### config.mk
export PLATFORM = sky130hd
export DESIGN_NAME = ram_rmw_ctrl_flat
export DESIGN_NICKNAME = d
export VERILOG_FILES = /design/src/rtl/ram_rmw_ctrl_if.sv /design/src/rtl/ram_rmw_ctrl.sv /design/src/flat_wrapper.sv
export SDC_FILE = /design/constraint.sdc
export NUM_CORES = 1
export LEC_CHECK = 0
export CORE_UTILIZATION = 53
export CTS_CLUSTER_SIZE = 10
export DETAILED_ROUTE_END_ITERATION = 16
export GPL_TIMING_DRIVEN = 0
export HOLD_SLACK_MARGIN = 0.15
export PLACE_DENSITY = 0.84
export REMOVE_ABC_BUFFERS = 1
export SETUP_SLACK_MARGIN = 0.5
export SLEW_MARGIN = 0
export SYNTH_ARGS = -nofsm -noshare
export SYNTH_HDL_FRONTEND = slang
export SYNTH_SLANG_ARGS = --single-unit
### constraint.sdc
create_clock -name clk -period 5.4 [get_ports clk]
set_input_delay 1.08 -clock clk [delete_from_list [all_inputs] [get_ports clk]]
set_output_delay 1.08 -clock clk [all_outputs]
set_load 0.02 [all_outputs]
### src/rtl/ram_rmw_ctrl_if.sv
// Request/response port of the RAM read-modify-write controller.
//
// Handshake: a request transfers at a rising clk edge where req_valid and
// req_ready are both 1. The initiator must hold req_* stable while
// req_valid=1 and req_ready=0. The controller takes one request at a time
// and answers it with a single-cycle rsp_valid pulse that cannot be stalled.
// rsp_rdata carries read data while rsp_valid=1 and holds its value otherwise.
interface ram_rmw_ctrl_if #(
  parameter int ADDR_W = 5
);
  logic              req_valid;
  logic              req_ready;
  logic              req_write;
  logic [ADDR_W-1:0] req_addr;
  logic [15:0]       req_wdata;
  logic [1:0]        req_bmask;
  logic              rsp_valid;
  logic [15:0]       rsp_rdata;

  // Core side: issues requests and consumes responses
  modport master (
    output req_valid, req_write, req_addr, req_wdata, req_bmask,
    input  req_ready, rsp_valid, rsp_rdata
  );

  // Controller side
  modport slave (
    input  req_valid, req_write, req_addr, req_wdata, req_bmask,
    output req_ready, rsp_valid, rsp_rdata
  );
endinterface

### src/rtl/ram_rmw_ctrl.sv
// RAM initiator for a 16-bit RAM whose write port has no byte enables.
// Word writes go straight to the RAM; byte writes are done as
// read-modify-write. One request is outstanding at a time and every request
// ends in exactly one rsp_valid pulse.
//
// Optional feature macro: RAM_RMW_FWD_EN. When defined, the last word written
// is kept locally and a read or byte write to that address uses it instead
// of reading the RAM. This is only valid when this block is the RAM's sole
// writer.
//
// The FSM state is visible on dbg_state_o
// (0=IDLE, 1=RD, 2=WAIT, 3=WR, 4=RSP).
module ram_rmw_ctrl #(
  parameter int ADDR_W     = 5,
  parameter int RD_LATENCY = 1   // legal range 1..3
) (
  input  logic              clk,
  input  logic              reset,
  ram_rmw_ctrl_if.slave     bus,
  output logic [ADDR_W-1:0] ram_raddr,
  input  logic [15:0]       ram_rdata,
  output logic [ADDR_W-1:0] ram_waddr,
  output logic [15:0]       ram_wdata,
  output logic              ram_write,
  output logic [2:0]        dbg_state_o
);

  typedef enum logic [2:0] {
    S_IDLE = 3'd0,
    S_RD   = 3'd1,
    S_WAIT = 3'd2,
    S_WR   = 3'd3,
    S_RSP  = 3'd4
  } state_t;

  // Extra WAIT cycles beyond the first data-wait cycle
  localparam logic [1:0] CNT_INIT = 2'(RD_LATENCY - 1);

  state_t            state_q;
  logic [1:0]        cnt_q;
  logic [ADDR_W-1:0] addr_q;
  logic [15:0]       wdata_q;
  logic [1:0]        bmask_q;
  logic              write_q;
  logic [15:0]       merged_q;
  logic              rsp_valid_q;
  logic [15:0]       rsp_rdata_q;
  logic [ADDR_W-1:0] ram_raddr_q;
  logic [ADDR_W-1:0] ram_waddr_q;
  logic [15:0]       ram_wdata_q;
  logic              ram_write_q;

  logic              fwd_hit_d;
  logic [15:0]       fwd_rdata_d;
  logic [15:0]       wr_data_d;

  // New bytes where the mask is set, old bytes elsewhere
  function automatic logic [15:0] merge_bytes(input logic [15:0] new_d,
                                              input logic [15:0] old_d,
                                              input logic [1:0]  be);
    merge_bytes = {be[1] ? new_d[15:8] : old_d[15:8],
                   be[0] ? new_d[7:0]  : old_d[7:0]};
  endfunction

  // Word written by WR: a full write uses the request data unmerged
  assign wr_data_d = (bmask_q == 2'b11) ? wdata_q : merged_q;

`ifdef RAM_RMW_FWD_EN
  logic              fwd_vld_q;
  logic [ADDR_W-1:0] fwd_addr_q;
  logic [15:0]       fwd_data_q;

  assign fwd_hit_d   = fwd_vld_q && (fwd_addr_q == bus.req_addr);
  assign fwd_rdata_d = fwd_data_q;

  // Record of the most recent RAM write, refreshed by every WR
  always_ff @(posedge clk or posedge reset) begin
    if (reset) begin
      fwd_vld_q  <= 1'b0;
      fwd_addr_q <= '0;
      fwd_data_q <= '0;
    end else if (state_q == S_WR) begin
      fwd_vld_q  <= 1'b1;
      fwd_addr_q <= addr_q;
      fwd_data_q <= wr_data_d;
    end
  end
`else
  assign fwd_hit_d   = 1'b0;
  assign fwd_rdata_d = 16'h0000;
`endif

  // Control FSM with registered RAM and response outputs
  always_ff @(posedge clk or posedge reset) begin
    if (reset) begin
      state_q     <= S_IDLE;
      cnt_q       <= '0;
      addr_q      <= '0;
      wdata_q     <= '0;
      bmask_q     <= '0;
      write_q     <= 1'b0;
      merged_q    <= '0;
      rsp_valid_q <= 1'b0;
      rsp_rdata_q <= '0;
      ram_raddr_q <= '0;
      ram_waddr_q <= '0;
      ram_wdata_q <= '0;
      ram_write_q <= 1'b0;
    end else begin
      ram_write_q <= 1'b0;
      rsp_valid_q <= 1'b0;
      case (state_q)
        S_IDLE: begin
          if (bus.req_valid) begin
            addr_q  <= bus.req_addr;
            wdata_q <= bus.req_wdata;
            bmask_q <= bus.req_bmask;
            write_q <= bus.req_write;
            if (!bus.req_write) begin
              if (fwd_hit_d) begin
                rsp_rdata_q <= fwd_rdata_d;
                state_q     <= S_RSP;
              end else begin
                // Read address is presented during RD so a 1-cycle RAM
                // returns data in the first WAIT cycle.
                ram_raddr_q <= bus.req_addr;
                state_q     <= S_RD;
              end
            end else if (bus.req_bmask == 2'b00) begin
              state_q <= S_RSP;
            end else if (bus.req_bmask == 2'b11) begin
              state_q <= S_WR;
            end else if (fwd_hit_d) begin
              merged_q <= merge_bytes(bus.req_wdata, fwd_rdata_d, bus.req_bmask);
              state_q  <= S_WR;
            end else begin
              ram_raddr_q <= bus.req_addr;
              state_q     <= S_RD;
            end
          end
        end
        S_RD: begin
          cnt_q   <= CNT_INIT;
          state_q <= S_WAIT;
        end
        S_WAIT: begin
          if (cnt_q != 2'd0) begin
            cnt_q <= cnt_q - 2'd1;
          end else if (!write_q) begin
            rsp_rdata_q <= ram_rdata;
            state_q     <= S_RSP;
          end else begin
            merged_q <= merge_bytes(wdata_q, ram_rdata, bmask_q);
            state_q  <= S_WR;
          end
        end
        S_WR: begin
          ram_write_q <= 1'b1;
          ram_waddr_q <= addr_q;
          ram_wdata_q <= wr_data_d;
          state_q     <= S_RSP;
        end
        S_RSP: begin
          rsp_valid_q <= 1'b1;
          state_q     <= S_IDLE;
        end
        default: state_q <= S_IDLE;
      endcase
    end
  end

  assign bus.req_ready = !reset && (state_q == S_IDLE);
  assign bus.rsp_valid = rsp_valid_q;
  assign bus.rsp_rdata = rsp_rdata_q;
  assign ram_raddr     = ram_raddr_q;
  assign ram_waddr     = ram_waddr_q;
  assign ram_wdata     = ram_wdata_q;
  assign ram_write     = ram_write_q;
  assign dbg_state_o   = state_q;

endmodule

### src/flat_wrapper.sv
// flat-port wrapper written by rule: the top's interface ports become plain ports
module ram_rmw_ctrl_flat 
#(
  parameter int ADDR_W     = 5,
  parameter int RD_LATENCY = 1                      
)
  (clk, reset, ram_raddr, ram_rdata, ram_waddr, ram_wdata, ram_write, dbg_state_o, bus_req_valid, bus_req_write, bus_req_addr, bus_req_wdata, bus_req_bmask, bus_req_ready, bus_rsp_valid, bus_rsp_rdata);
  ram_rmw_ctrl_if #(.ADDR_W(ADDR_W)) bus_i ();
  input  logic clk;
  input  logic reset;
  output logic [ADDR_W-1:0] ram_raddr;
  input  logic [15:0] ram_rdata;
  output logic [ADDR_W-1:0] ram_waddr;
  output logic [15:0] ram_wdata;
  output logic ram_write;
  output logic [2:0] dbg_state_o;
  input wire logic [$bits(bus_i.req_valid)-1:0] bus_req_valid;
  input wire logic [$bits(bus_i.req_write)-1:0] bus_req_write;
  input wire logic [$bits(bus_i.req_addr)-1:0] bus_req_addr;
  input wire logic [$bits(bus_i.req_wdata)-1:0] bus_req_wdata;
  input wire logic [$bits(bus_i.req_bmask)-1:0] bus_req_bmask;
  output wire logic [$bits(bus_i.req_ready)-1:0] bus_req_ready;
  output wire logic [$bits(bus_i.rsp_valid)-1:0] bus_rsp_valid;
  output wire logic [$bits(bus_i.rsp_rdata)-1:0] bus_rsp_rdata;
  assign bus_i.req_valid = bus_req_valid;
  assign bus_i.req_write = bus_req_write;
  assign bus_i.req_addr = bus_req_addr;
  assign bus_i.req_wdata = bus_req_wdata;
  assign bus_i.req_bmask = bus_req_bmask;
  assign bus_req_ready = bus_i.req_ready;
  assign bus_rsp_valid = bus_i.rsp_valid;
  assign bus_rsp_rdata = bus_i.rsp_rdata;
  ram_rmw_ctrl #(.ADDR_W(ADDR_W), .RD_LATENCY(RD_LATENCY)) u_core (.clk(clk), .reset(reset), .bus(bus_i), .ram_raddr(ram_raddr), .ram_rdata(ram_rdata), .ram_waddr(ram_waddr), .ram_wdata(ram_wdata), .ram_write(ram_write), .dbg_state_o(dbg_state_o));
endmodule
==> key figures, run 1 <==
Route
  • First-iteration detailed-routing DRC count: 48
  • Via count: 2,449
  • DRT antenna net count: 0
  • Vias per cell: between 5 and 6
  • DRC: 0
  • First-pass iteration count of the detailed router: 4
  • Total routed wirelength: around 7800 um
  • Post-DR wirelength/cell: approximately 17 um

Worst setup path
  • R2R depth: 5
  • Worst Setup Start Kind: input port
  • R2r startpoint: u_core.cnt_q[0]$_DFFE_PP0P_
  • Crit Path Max Fanout: 2
  • Slowest library cell on the worst path: clkdlybuf4s50_1
  • CP endpoint kind: output pin
  • Critical Path RT: between 4000 and 5000 ps
  • CP Cell Sequence: clkdlybuf4s50_1 -> nor4_1 -> clkdlybuf4s50_1
  • Worst EP arrival: 2400 ps
  • Reg2reg end: u_core.bus.rsp_rdata[12]$_DFFE_PP0P_
  • CP most frequent cell: clkdlybuf4s50_1
  • Largest stage delay, worst path: 650 ps
  • Setup CP Type: input port to output pin
  • Flop2flop setup slack: 2950 ps

Hold path
  • Hold Path Stages: 2
  • Hold/Removal Path Class: flip-flop to flip-flop
  • Critical hold path startpoint: u_core.ram_wdata[1]$_DFFE_PP0P_
  • Hold EP: u_core.ram_wdata[1]$_DFFE_PP0P_

Placed design
  • Placed Cells: about 450
  • IO Port Bufs: 90
  • GPL Wtd Cong: ~0.76
  • Worst slack, placed: between 1500 and 2000 ps
  • HPWL after detailed placement: 5350 um

Clock tree
  • Post-CTS Setup Bufs: 0
  • CTS Root Buffer Type: clkbuf_8
  • Hold buffers post-CTS: 0
  • PostCTS Resize Cnt: 0
  • Max clock buf depth: 2
  • Worst-skew pair later-pin latency: 340 ps
  • Worst-path clk slew: roughly 80 ps
  • TritonCTS Sinks: 89
  • CTS tree: yes
  • Total CTS buffers: 9
  • Max H-tree Level: 3

STA
  • Fin Setup TNS: 0 ps
  • Post-layout min period: between 3000 and 4000 ps
  • Worst slew margin: roughly a tenth
  • Final Skew: 7.03 ps
  • Setup ws final: around 1900 ps
  • Setup-failing EPs final: 0
  • Hold Vio Cnt, Final: 0
  • Final period utilization: 64.5%
  • Max frequency: ~290 MHz
  • Final hold slack: about 480 ps
  • Max-slew violations: 0
  • RSZ-0062 raised after global routing: no
  • Actual slew at the worst max-slew pin: ~1300 ps

Cells and area
  • Share of layout cells above drive strength 1: about 29%
  • Fill cells: ~490
  • Total Nets Final: approximately 410
  • Area grow syn2layout: 32.9%
  • N_diodes: 0
  • Final Non-Filler Cells: 465
  • Fin util: about 74%

Yosys
  • Mapped Area: ~3900 um2
  • Count of cell types in the netlist: 32
  • Mapped Cells: between 200 and 300
  • Synth warnings: 0
  • Syn Area/Cell: 14.1 um2
  • Yosys reg bits: a little under 90
  • Top-area cell type share of the netlist area: between 50% and 60%
  • Post-synth top area cell: dfrtp_1
  • Synth area leaders: dfrtp_1, mux2_2, mux2i_1
  • Sequential share of the synthesized area: between 50 and 60%

Global routing
  • First-pass GRT wire length: between 10,000 and 15,000 um
  • GRT overflow: 0
  • Antenna violations before repair: 0
  • Vias in the first global route: 2,549
  • GRT Total Usage: 21.9%
  • Largest net degree at the start of global routing: 60

Floorplan
  • Core footprint: 6910 um2
  • Starting Density: about 56%
  • Die span in y: 87.2 um
  • Row count: 30
  • Die Area: between 7000 and 8000 um2
  • Die extent in x: slightly below 90 um
  • IO Count: 91

Power
  • Power Density: between 600 and 700 nW/um2
  • Switch share: around a third
  • Peak supply drop: ~350 uV
  • Reg power frac: roughly 39%
  • Cell-internal power: about 2.1 mW
  • Sw Pwr: 1.08 mW
  • Clock power frac: 17.0%
  • Gate power share: 44.3%
  • Leak pwr: approximately 2.3 nW

Status
  • Status: finished clean

Flow run
  • Max-cap violations: 0
## power by group through the flow
stage / combinational (mW) / sequential [mW] / clock (mW)
floorplan: 0.680 / 1.40 / 0
detailed placement: 1.41 / 1.25 / 0
CTS: 1.42 / 1.24 / 0.551
global placement: 1.35 / 1.22 / 0
finish: 1.42 / 1.24 / 0.544
global route: 1.52 / 1.28 / 0.584
## how the worst max path moves through the flow
| stage | start | to | slack, ps | depth (start not counted) |
|---|---|---|---|---|
| floorplan | reset | u_core.addr_q[0]$_DFFE_PP0P_ | 2010 | 1 |
| global placement | reset | u_core.wdata_q[15]$_DFFE_PP0P_ | 630 | 2 |
| detailed placement | reset | bus_req_ready | 1910 | 3 |
| CTS | reset | bus_req_ready | 1910 | 3 |
| global route | reset | bus_req_ready | 1900 | 3 |
| finish | reset | bus_req_ready | 1920 | 3 |
## synthesized netlist by cell type
library cell	instances
mux2_2	72
inv_1	5
nor2b_1	1
ha_1	1
nand3b_1	1
o21bai_1	1
a32oi_1	1
xnor2_1	1
a22o_1	1
and2_1	1
nand3_1	1
mux2_4	10
nor4_4	1
buf_2	8
mux2i_1	16
nand2_1	19
or2b_1	1
nand2_2	1
buf_6	2
a2bb2oi_1	2
o2bb2ai_1	2
dfrtp_1	89
a2111oi_0	1
nor4b_4	1
nand2b_1	1
clkbuf_1	5
o21ai_0	19
nor2_1	6
nor4_1	1
or4_1	1
a21boi_2	1
nor4b_1	1
## state kept, by name, indices dropped and copies added (netlist names)
signal and count:
u_core.bmask_q 2, u_core.dbg_state_o 3, u_core.ram_write 1, u_core.cnt_q 2, u_core.wdata_q 16, u_core.bus.rsp_rdata 16, u_core.ram_wdata 16, u_core.ram_raddr 5
u_core.bus.rsp_valid 1, u_core.write_q 1, u_core.merged_q 16, u_core.ram_waddr 5, u_core.addr_q 5
## kinds of logic (layout without fill, tap and decap cells)
group | Yosys count | count (layout) | synth area share (%)
AO/OA/AOI/OAI | 28 | 28 | 4.55
multiplexers | 98 | 98 | 29.1
XOR/XNOR | 1 | 1 | 0.227
adder cells (fa/ha/maj) | 1 | 1 | 0.325
buffers and inverters | 20 | 115 | 2.60
flip-flops | 89 | 89 | 57.8
AND/OR/NAND/NOR | 37 | 37 | 5.36
## layer usage
layer | share of wire (%) | GRT usage (%)
met1 | 43 | 28.0
met2 | 51 | 37.2
met3 | 3.6 | 3.60
met4 | 1.8 | 8.64
met5 | 0 | 0
## final cells by class
| cell class | count | area [um2] | share of cell area, % |
|---|---|---|---|
| flip-flops and latches | 89 | 2230 | 43.5 |
| clock inverters | 5 | 103 | 2.00 |
| well taps | 96 | 120 | 2.35 |
| clock buffers | 11 | 141 | 2.76 |
| inverters | 5 | 21.3 | 0.416 |
| repair buffers | 94 | 982 | 19.2 |
| multi-input cells | 165 | 1520 | 29.8 |
## stage by stage
step	power (mW)	area, um2
6_report	3.20	5120
5_1_grt	3.38	5120
2_1_floorplan	2.08	3770
3_3_place_gp	2.57	4790
4_1_cts	3.21	5090
3_5_place_dp	2.66	4850
## worst max-delay path, delay by kind of cell
family	cells	cell delay, ps
simple gates	1	210
buf+inv	2	1110
## cells in the final DEF (no fill, tap or decap), types with 2 or more instances in the layout
cell,n
clkdlybuf4s50_1,90
dfrtp_1,89
mux2_2,72
nand2_1,19
o21ai_0,19
mux2i_1,16
mux2_4,10
clkbuf_8,10
nor2_1,6
inv_1,4
bufinv_16,3
a2bb2oi_1,2
o2bb2ai_1,2
buf_16,2
Power figures use the tool's default switching activity.
==> inputs of run 2 (changes only) <==
CORE_UTILIZATION = 50   (was 53)
PLACE_DENSITY = 0.8   (was 0.84)
clock period = 3.6 ns   (was 5.4 ns; I/O delays follow)
==> run 2 against run 1 <==
Net effect: first-iteration DRC count decreased by 15%; sequential cell count did not move; wire length down 2.0%; total power increased by 46%; die area increased by 5.9%; worst setup slack got worse by 1100 ps; sequential share of layout area is 0.31 points higher; register-to-register slack got worse by 1800 ps; hold slack about the same; final cell count is 0.65% higher; largest cell class unchanged; design area is 0.71% lower.
==> key figures, run 2 (synthesis gave the netlist of run 1 again) <==
Status
  • Status: finished clean (unchanged)

STA
  • Hold Vio Cnt, Final: 0 (unchanged)
  • Max frequency: 365 MHz
  • Worst slew margin: 15.0% (was 10.2%)
  • Max-slew violations: 0 (unchanged)
  • Final Skew: 13.3 ps (was 7.03 ps)
  • Final period utilization: around 76%
  • RSZ-0062 raised after global routing: no (unchanged)
  • Setup-failing EPs final: 0 (unchanged)
  • Post-layout min period: approximately 2700 ps
  • Actual slew at the worst max-slew pin: 1270 ps (was 1340 ps)

Global routing
  • GRT Total Usage: 21.0% (was 21.9%)
  • Antenna violations before repair: 0 (unchanged)
  • GRT busiest layer: met2 (unchanged)
  • Vias in the first global route: 2,541 (was 2,549)
  • First-pass GRT wire length: 13,200 um (was 12,500 um)
  • GRT overflow: 0 (unchanged)
  • Routing usage on met3: 4.40% (was 3.60%)
  • Largest net degree at the start of global routing: 49 (was 60)
  • Met2 usage: 32.6% (was 37.2%)
  • GR Layer Usage met1: 29.0% (was 28.0%)

Hold path
  • Hold/Removal Path Class: flip-flop to flip-flop (unchanged)

Power
  • Leak pwr: 2.23 nW (was 2.25 nW)
  • Cell-internal power: 3.04 mW (was 2.12 mW)
  • Peak supply drop: 439 uV (was 354 uV)
  • Switch share: 35.0% (was 33.7%)
  • Gate power share: 45.2% (was 44.3%)
  • Sw Pwr: 1.64 mW (was 1.08 mW)
  • Clock power frac: 15.2% (was 17.0%)
  • Pwr Total: 4.68 mW (was 3.20 mW)
  • Reg power frac: 39.6% (was 38.7%)
  • Power Density: 920 nW/um2 (was 625 nW/um2)

Placed design
  • Placed Area: 4880 um2 (was 4850 um2)
  • IO Port Bufs: 90 (unchanged)
  • HPWL after detailed placement: 5180 um (was 5350 um)
  • GPL Wtd Cong: 0.725 (was 0.762)

Clock tree
  • Hold buffers post-CTS: 0 (unchanged)
  • TritonCTS Sinks: 89 (unchanged)
  • PostCTS Resize Cnt: 0 (unchanged)
  • Post-CTS Setup Bufs: 0 (unchanged)
  • CTS tree: yes (unchanged)
  • Worst-skew pair later-pin latency: 350 ps (was 340 ps)
  • Max clock buf depth: 2 (unchanged)
  • Worst-path clk slew: 90 ps (was 80 ps)
  • Max H-tree Level: 3 (unchanged)
  • Total CTS buffers: 9 (unchanged)
  • CTS Root Buffer Type: clkbuf_8 (unchanged)

Cells and area
  • Design Area, Final: 5080 um2 (was 5120 um2)
  • Share of layout cells above drive strength 1: 29.0% (was 28.7%)
  • N_diodes: 0 (unchanged)
  • Most common cell after layout, fill and taps aside: clkdlybuf4s50_1 (unchanged)
  • Total Nets Final: 408 (unchanged)
  • Fill cells: 539 (was 485)
  • Area grow syn2layout: 32.0% (was 32.9%)
  • Most frequent cells in the layout: clkdlybuf4s50_1, dfrtp_1, mux2_2 (unchanged)

Worst setup path
  • Critical Path RT: 2880 ps (was 4320 ps)
  • Crit Path Max Fanout: 2 (unchanged)
  • Setup CP Type: input port to output pin (unchanged)
  • Worst Setup Start Kind: input port (unchanged)
  • Top Family by Delay on Critical Path: buffers and inverters (unchanged)
  • CP most frequent cell: clkdlybuf4s50_1 (unchanged)
  • Critical path buffers and inverters: 2 (unchanged)
  • CP endpoint kind: output pin (unchanged)
  • Largest stage delay, worst path: 650 ps (about the same)
  • Worst EP arrival: 2020 ps (was 2400 ps)
  • CP Cell Sequence: clkdlybuf4s50_1 -> nor4_1 -> clkdlybuf4s50_1 (unchanged)
  • Slowest library cell on the worst path: clkdlybuf4s50_1 (unchanged)

Floorplan
  • Starting Density: 52.5% (was 55.8%)
  • Core footprint: 7330 um2 (was 6910 um2)
  • Die span in y: 89.8 um (was 87.2 um)
  • Die extent in x: 89.8 um (was 87.2 um)
  • IO Count: 91 (unchanged)
  • Die Area: 8060 um2 (was 7610 um2)
  • Row count: 31 (was 30)

Route
  • Post-DR wirelength/cell: 16.4 um (was 16.9 um)
  • First-pass iteration count of the detailed router: 4 (unchanged)
  • First-iteration detailed-routing DRC count: 41 (was 48)
  • Via count: 2,458 (was 2,449)
  • DRC: 0 (unchanged)
  • Total routed wirelength: 7690 um (was 7850 um)
  • DRT antenna net count: 0 (unchanged)
  • Vias per cell: 5.25 (was 5.27)

Flow run
  • Max-cap violations: 0 (unchanged)
[run 2: layout make-up]
cell class | instances | area [um2] | share of cell area [%]
flip-flops and latches | 89 | 2230 | 43.8
inverters | 5 | 21.3 | 0.419
multi-input cells | 165 | 1520 | 30.0
clock inverters | 6 | 66.3 | 1.30
clock buffers | 10 | 138 | 2.71
well taps | 99 | 124 | 2.44
repair buffers | 94 | 982 | 19.3
[run 2: through the flow]
step	setup slack, ps	utilization (%)	setup TNS (ps)	std cells	hold WS [ps]
floorplan	573	-	0	259	456
global placement	-813	65.4	-72400	448	461
detailed placement	871	66.5	0	452	470
CTS	854	69.3	0	468	490
global route	773	69.3	0	468	517
finish	860	69.3	0	468	484
[run 2: worst reg2reg max path: cells and delay by family (launching register included)]
| family | cells | cell delay, ps |
|---|---|---|
| DFF | 1 | 410 |
| buffers and inverters | 1 | 90 |
| muxes | 1 | 450 |
| adders and majority gates | 1 | 280 |
| and+or+nand+nor | 2 | 1080 |
[run 2: worst paths after layout]
kind                                                  start                                    to  slack, ps  depth (start not counted)
setup reg to reg                u_core.cnt_q[0]$_DFFE_PP0P_  u_core.bus.rsp_rdata[10]$_DFFE_PP0P_       1170                          5
setup / recovery                                      reset                         bus_req_ready        860                          3
hold reg to reg            u_core.ram_wdata[15]$_DFFE_PP0P_      u_core.ram_wdata[15]$_DFFE_PP0P_        480                          2
min in group asynchronous                             reset           u_core.cnt_q[1]$_DFFE_PP0P_        780                          2
max in group asynchronous                             reset       u_core.merged_q[15]$_DFFE_PP0P_       2190                          3
hold / removal             u_core.ram_wdata[15]$_DFFE_PP0P_      u_core.ram_wdata[15]$_DFFE_PP0P_        480                          2
[run 2: power groups by stage]
stage               Combinational [mW]  Clock [mW]  Sequential (mW)
floorplan                         1.02           0             2.09
global placement                  2.03           0             1.84
detailed placement                2.13           0             1.87
CTS                               2.14       0.719             1.85
global route                      2.26       0.761             1.93
finish                            2.11       0.709             1.85
[run 2: per-layer routing]
| layer | wire length [um] | vias to the layer above | part of all wire, % |
|---|---|---|---|
| li1 | - | 1155 | - |
| met1 | 3510 | 1237 | 46 |
| met2 | 3760 | 57 | 49 |
| met3 | 316 | 9 | 4.1 |
| met4 | 96 | 0 | 1.2 |
| met5 | 0 | - | 0 |
==> inputs of run 3 (changes only) <==
CORE_UTILIZATION = 45   (was 50)
PLACE_DENSITY = 0.76   (was 0.8)
clock period = 2.4 ns   (was 3.6 ns; I/O delays follow)
==> run 3 against run 2 <==
Net effect: first-iteration DRC count increased by 15%; clock skew decreased by 0.91 ps; count of clock-buffer cells in the layout increased by 1; sequential share of layout area decreased by 1.1 points; critical path depth increased by 2; worst setup slack got worse by 340 ps; final cell count increased by 4.7%; sequential power increased by 48%; sequential cell count unchanged; non-clock buffer count increased by 15; core utilization decreased by 6.1 points; global-route usage decreased by 2.2 points.
==> key figures, run 3 (synthesis gave the netlist of run 1 again) <==
Worst setup path
  • Slowest library cell on the worst path: or4_4 (was clkdlybuf4s50_1)
  • Crit Path Max Fanout: 8 (was 2)
  • Largest stage delay, worst path: 630 ps (was 650 ps)
  • Setup CP Type: flip-flop to flip-flop (was input port to output pin)
  • Worst EP arrival: 2100 ps (was 2020 ps)
  • CP Cell Sequence: inv_2 -> ha_4 -> nand2_2 -> or4_4 -> mux2_4 (was clkdlybuf4s50_1 -> nor4_1 -> clkdlybuf4s50_1)
  • Critical Path RT: 2620 ps (was 2880 ps)
  • CP endpoint kind: flip-flop (was output pin)
  • Worst Setup Start Kind: flip-flop (was input port)

STA
  • Max-slew violations: 0 (unchanged)
  • RSZ-0062 raised after global routing: yes (was no)
  • Setup-failing EPs final: 0 (unchanged)
  • Actual slew at the worst max-slew pin: 570 ps (was 1270 ps)
  • Worst slew margin: 61.9% (was 15.0%)
  • Max frequency: about 530 MHz
  • Setup ws final: 524 ps (was 860 ps)
  • Final Skew: 12.4 ps (was 13.3 ps)
  • Final hold slack: 485 ps (was 484 ps)
  • Post-layout min period: 1880 ps
  • Final period utilization: between 70% and 80%
  • Hold Vio Cnt, Final: 0 (unchanged)

Floorplan
  • Die span in y: 94.5 um (was 89.8 um)
  • Core footprint: 8260 um2 (was 7330 um2)
  • Die Area: 8930 um2 (was 8060 um2)
  • Die extent in x: 94.5 um (was 89.8 um)
  • Starting Density: 46.6% (was 52.5%)
  • Row count: 33 (was 31)
  • IO Count: 91 (unchanged)

Clock tree
  • Worst-skew pair later-pin latency: 340 ps (was 350 ps)
  • Max H-tree Level: 3 (unchanged)
  • TritonCTS Sinks: 89 (unchanged)
  • Worst-path clk slew: 90 ps (about the same)
  • CTS tree: yes (unchanged)
  • Total CTS buffers: 9 (unchanged)
  • CTS Root Buffer Type: clkbuf_8 (unchanged)
  • Max clock buf depth: 2 (unchanged)

Status
  • Status: finished clean (unchanged)

Global routing
  • GRT overflow: 0 (unchanged)
  • Largest net degree at the start of global routing: 51 (was 49)
  • First-pass GRT wire length: 12,700 um (was 13,200 um)
  • Antenna violations before repair: 0 (unchanged)
  • Vias in the first global route: 2,519 (was 2,541)
  • GRT Total Usage: 18.7% (was 21.0%)

Placed design
  • Worst slack, placed: -329 ps (was 871 ps)
  • Placed Area: 4860 um2 (was 4880 um2)
  • Placed Cells: 457 (was 452)
  • HPWL after detailed placement: 5140 um (was 5180 um)
  • GPL Wtd Cong: 0.717 (was 0.725)
  • IO Port Bufs: 90 (unchanged)

Cells and area
  • Most common cell after layout, fill and taps aside: clkdlybuf4s50_1 (unchanged)
  • Area grow syn2layout: 35.5% (was 32.0%)
  • Share of layout cells above drive strength 1: 34.3% (was 29.0%)
  • Design Area, Final: 5220 um2 (was 5080 um2)
  • Final Non-Filler Cells: 490 (was 468)
  • Total Nets Final: 424 (was 408)
  • N_diodes: 0 (unchanged)
  • Most frequent cells in the layout: clkdlybuf4s50_1, dfrtp_1, mux2_2 (unchanged)

Route
  • First-iteration detailed-routing DRC count: 47 (was 41)
  • DRT antenna net count: 0 (unchanged)
  • Vias per cell: 5.10 (was 5.25)
  • Via count: 2,497 (was 2,458)
  • First-pass iteration count of the detailed router: 4 (unchanged)
  • DRC: 0 (unchanged)
  • Total routed wirelength: 8000 um (was 7690 um)
  • Post-DR wirelength/cell: 16.3 um (was 16.4 um)

Power
  • Peak supply drop: 634 uV (was 439 uV)
  • Power Density: 1350 nW/um2 (was 920 nW/um2)
  • Leak pwr: 2.31 nW (was 2.23 nW)

Hold path
  • Hold/Removal Path Class: flip-flop to flip-flop (unchanged)

Flow run
  • Max-cap violations: 0 (unchanged)
run 3: timing repair:
item                       CTS  global route
gates resized for setup     11            11
gates cloned                 0             1
pin swaps                    2             1
setup endpoints to repair   83            43
buffers inserted            11             5
hold buffers                 0             0
run 3: path summary, 6_finish.rpt:
| path | startpoint | to | slack [ps] | cells after the start |
|---|---|---|---|---|
| setup / recovery | u_core.cnt_q[0]$_DFFE_PP0P_ | u_core.merged_q[1]$_DFFE_PP0P_ | 520 | 5 |
| hold / removal | u_core.ram_wdata[11]$_DFFE_PP0P_ | u_core.ram_wdata[11]$_DFFE_PP0P_ | 480 | 2 |
| setup reg to reg | u_core.cnt_q[0]$_DFFE_PP0P_ | u_core.merged_q[1]$_DFFE_PP0P_ | 520 | 5 |
| hold reg to reg | u_core.ram_wdata[11]$_DFFE_PP0P_ | u_core.ram_wdata[11]$_DFFE_PP0P_ | 480 | 2 |
| max in group asynchronous | reset | u_core.wdata_q[13]$_DFFE_PP0P_ | 1160 | 3 |
| min in group asynchronous | reset | u_core.ram_waddr[2]$_DFFE_PP0P_ | 610 | 2 |
run 3: critical path: cells and delay by family (launching register included):
family / cells / cell delay (ps)
AND/OR/NAND/NOR: 2 / 740
multiplexers: 1 / 340
adder cells (fa/ha/maj): 1 / 170
flip-flops: 1 / 410
buffers and inverters: 1 / 90
run 3: where the power goes:
| part | switching [mW] | total [mW] | internal (mW) |
|---|---|---|---|
| combinational | 1.45 | 3.37 | 1.92 |
| clock | 0.527 | 0.938 | 0.411 |
| sequential | 0.496 | 2.73 | 2.23 |
| total | 2.47 | 7.04 | 4.56 |
run 3: layout make-up:
| type | instances | area, um2 |
|---|---|---|
| well taps | 105 | 131 |
| clock inverters | 5 | 40.0 |
| fillers | 648 | 3040 |
| flip-flops and latches | 89 | 2230 |
| clock buffers | 11 | 141 |
| multi-input cells | 166 | 1580 |
| inverters | 5 | 21.3 |
| repair buffers | 109 | 1080 |
run 3: metrics by stage:
step	total power, mW	setup TNS (ps)	utilization [%]
floorplan	4.67	-34650	-
global placement	5.81	-177610	58.2
detailed placement	5.96	-3260	58.8
CTS	7.01	0	62.1
global route	7.49	0	63.2
finish	7.04	0	63.2
run 3: layer usage:
metal	track usage [%]	vias to the layer above	wire length [um]
li1	-	1193	-
met1	25.5	1234	3680
met2	30.4	61	3930
met3	3.54	9	315
met4	5.68	0	80
met5	0	-	0
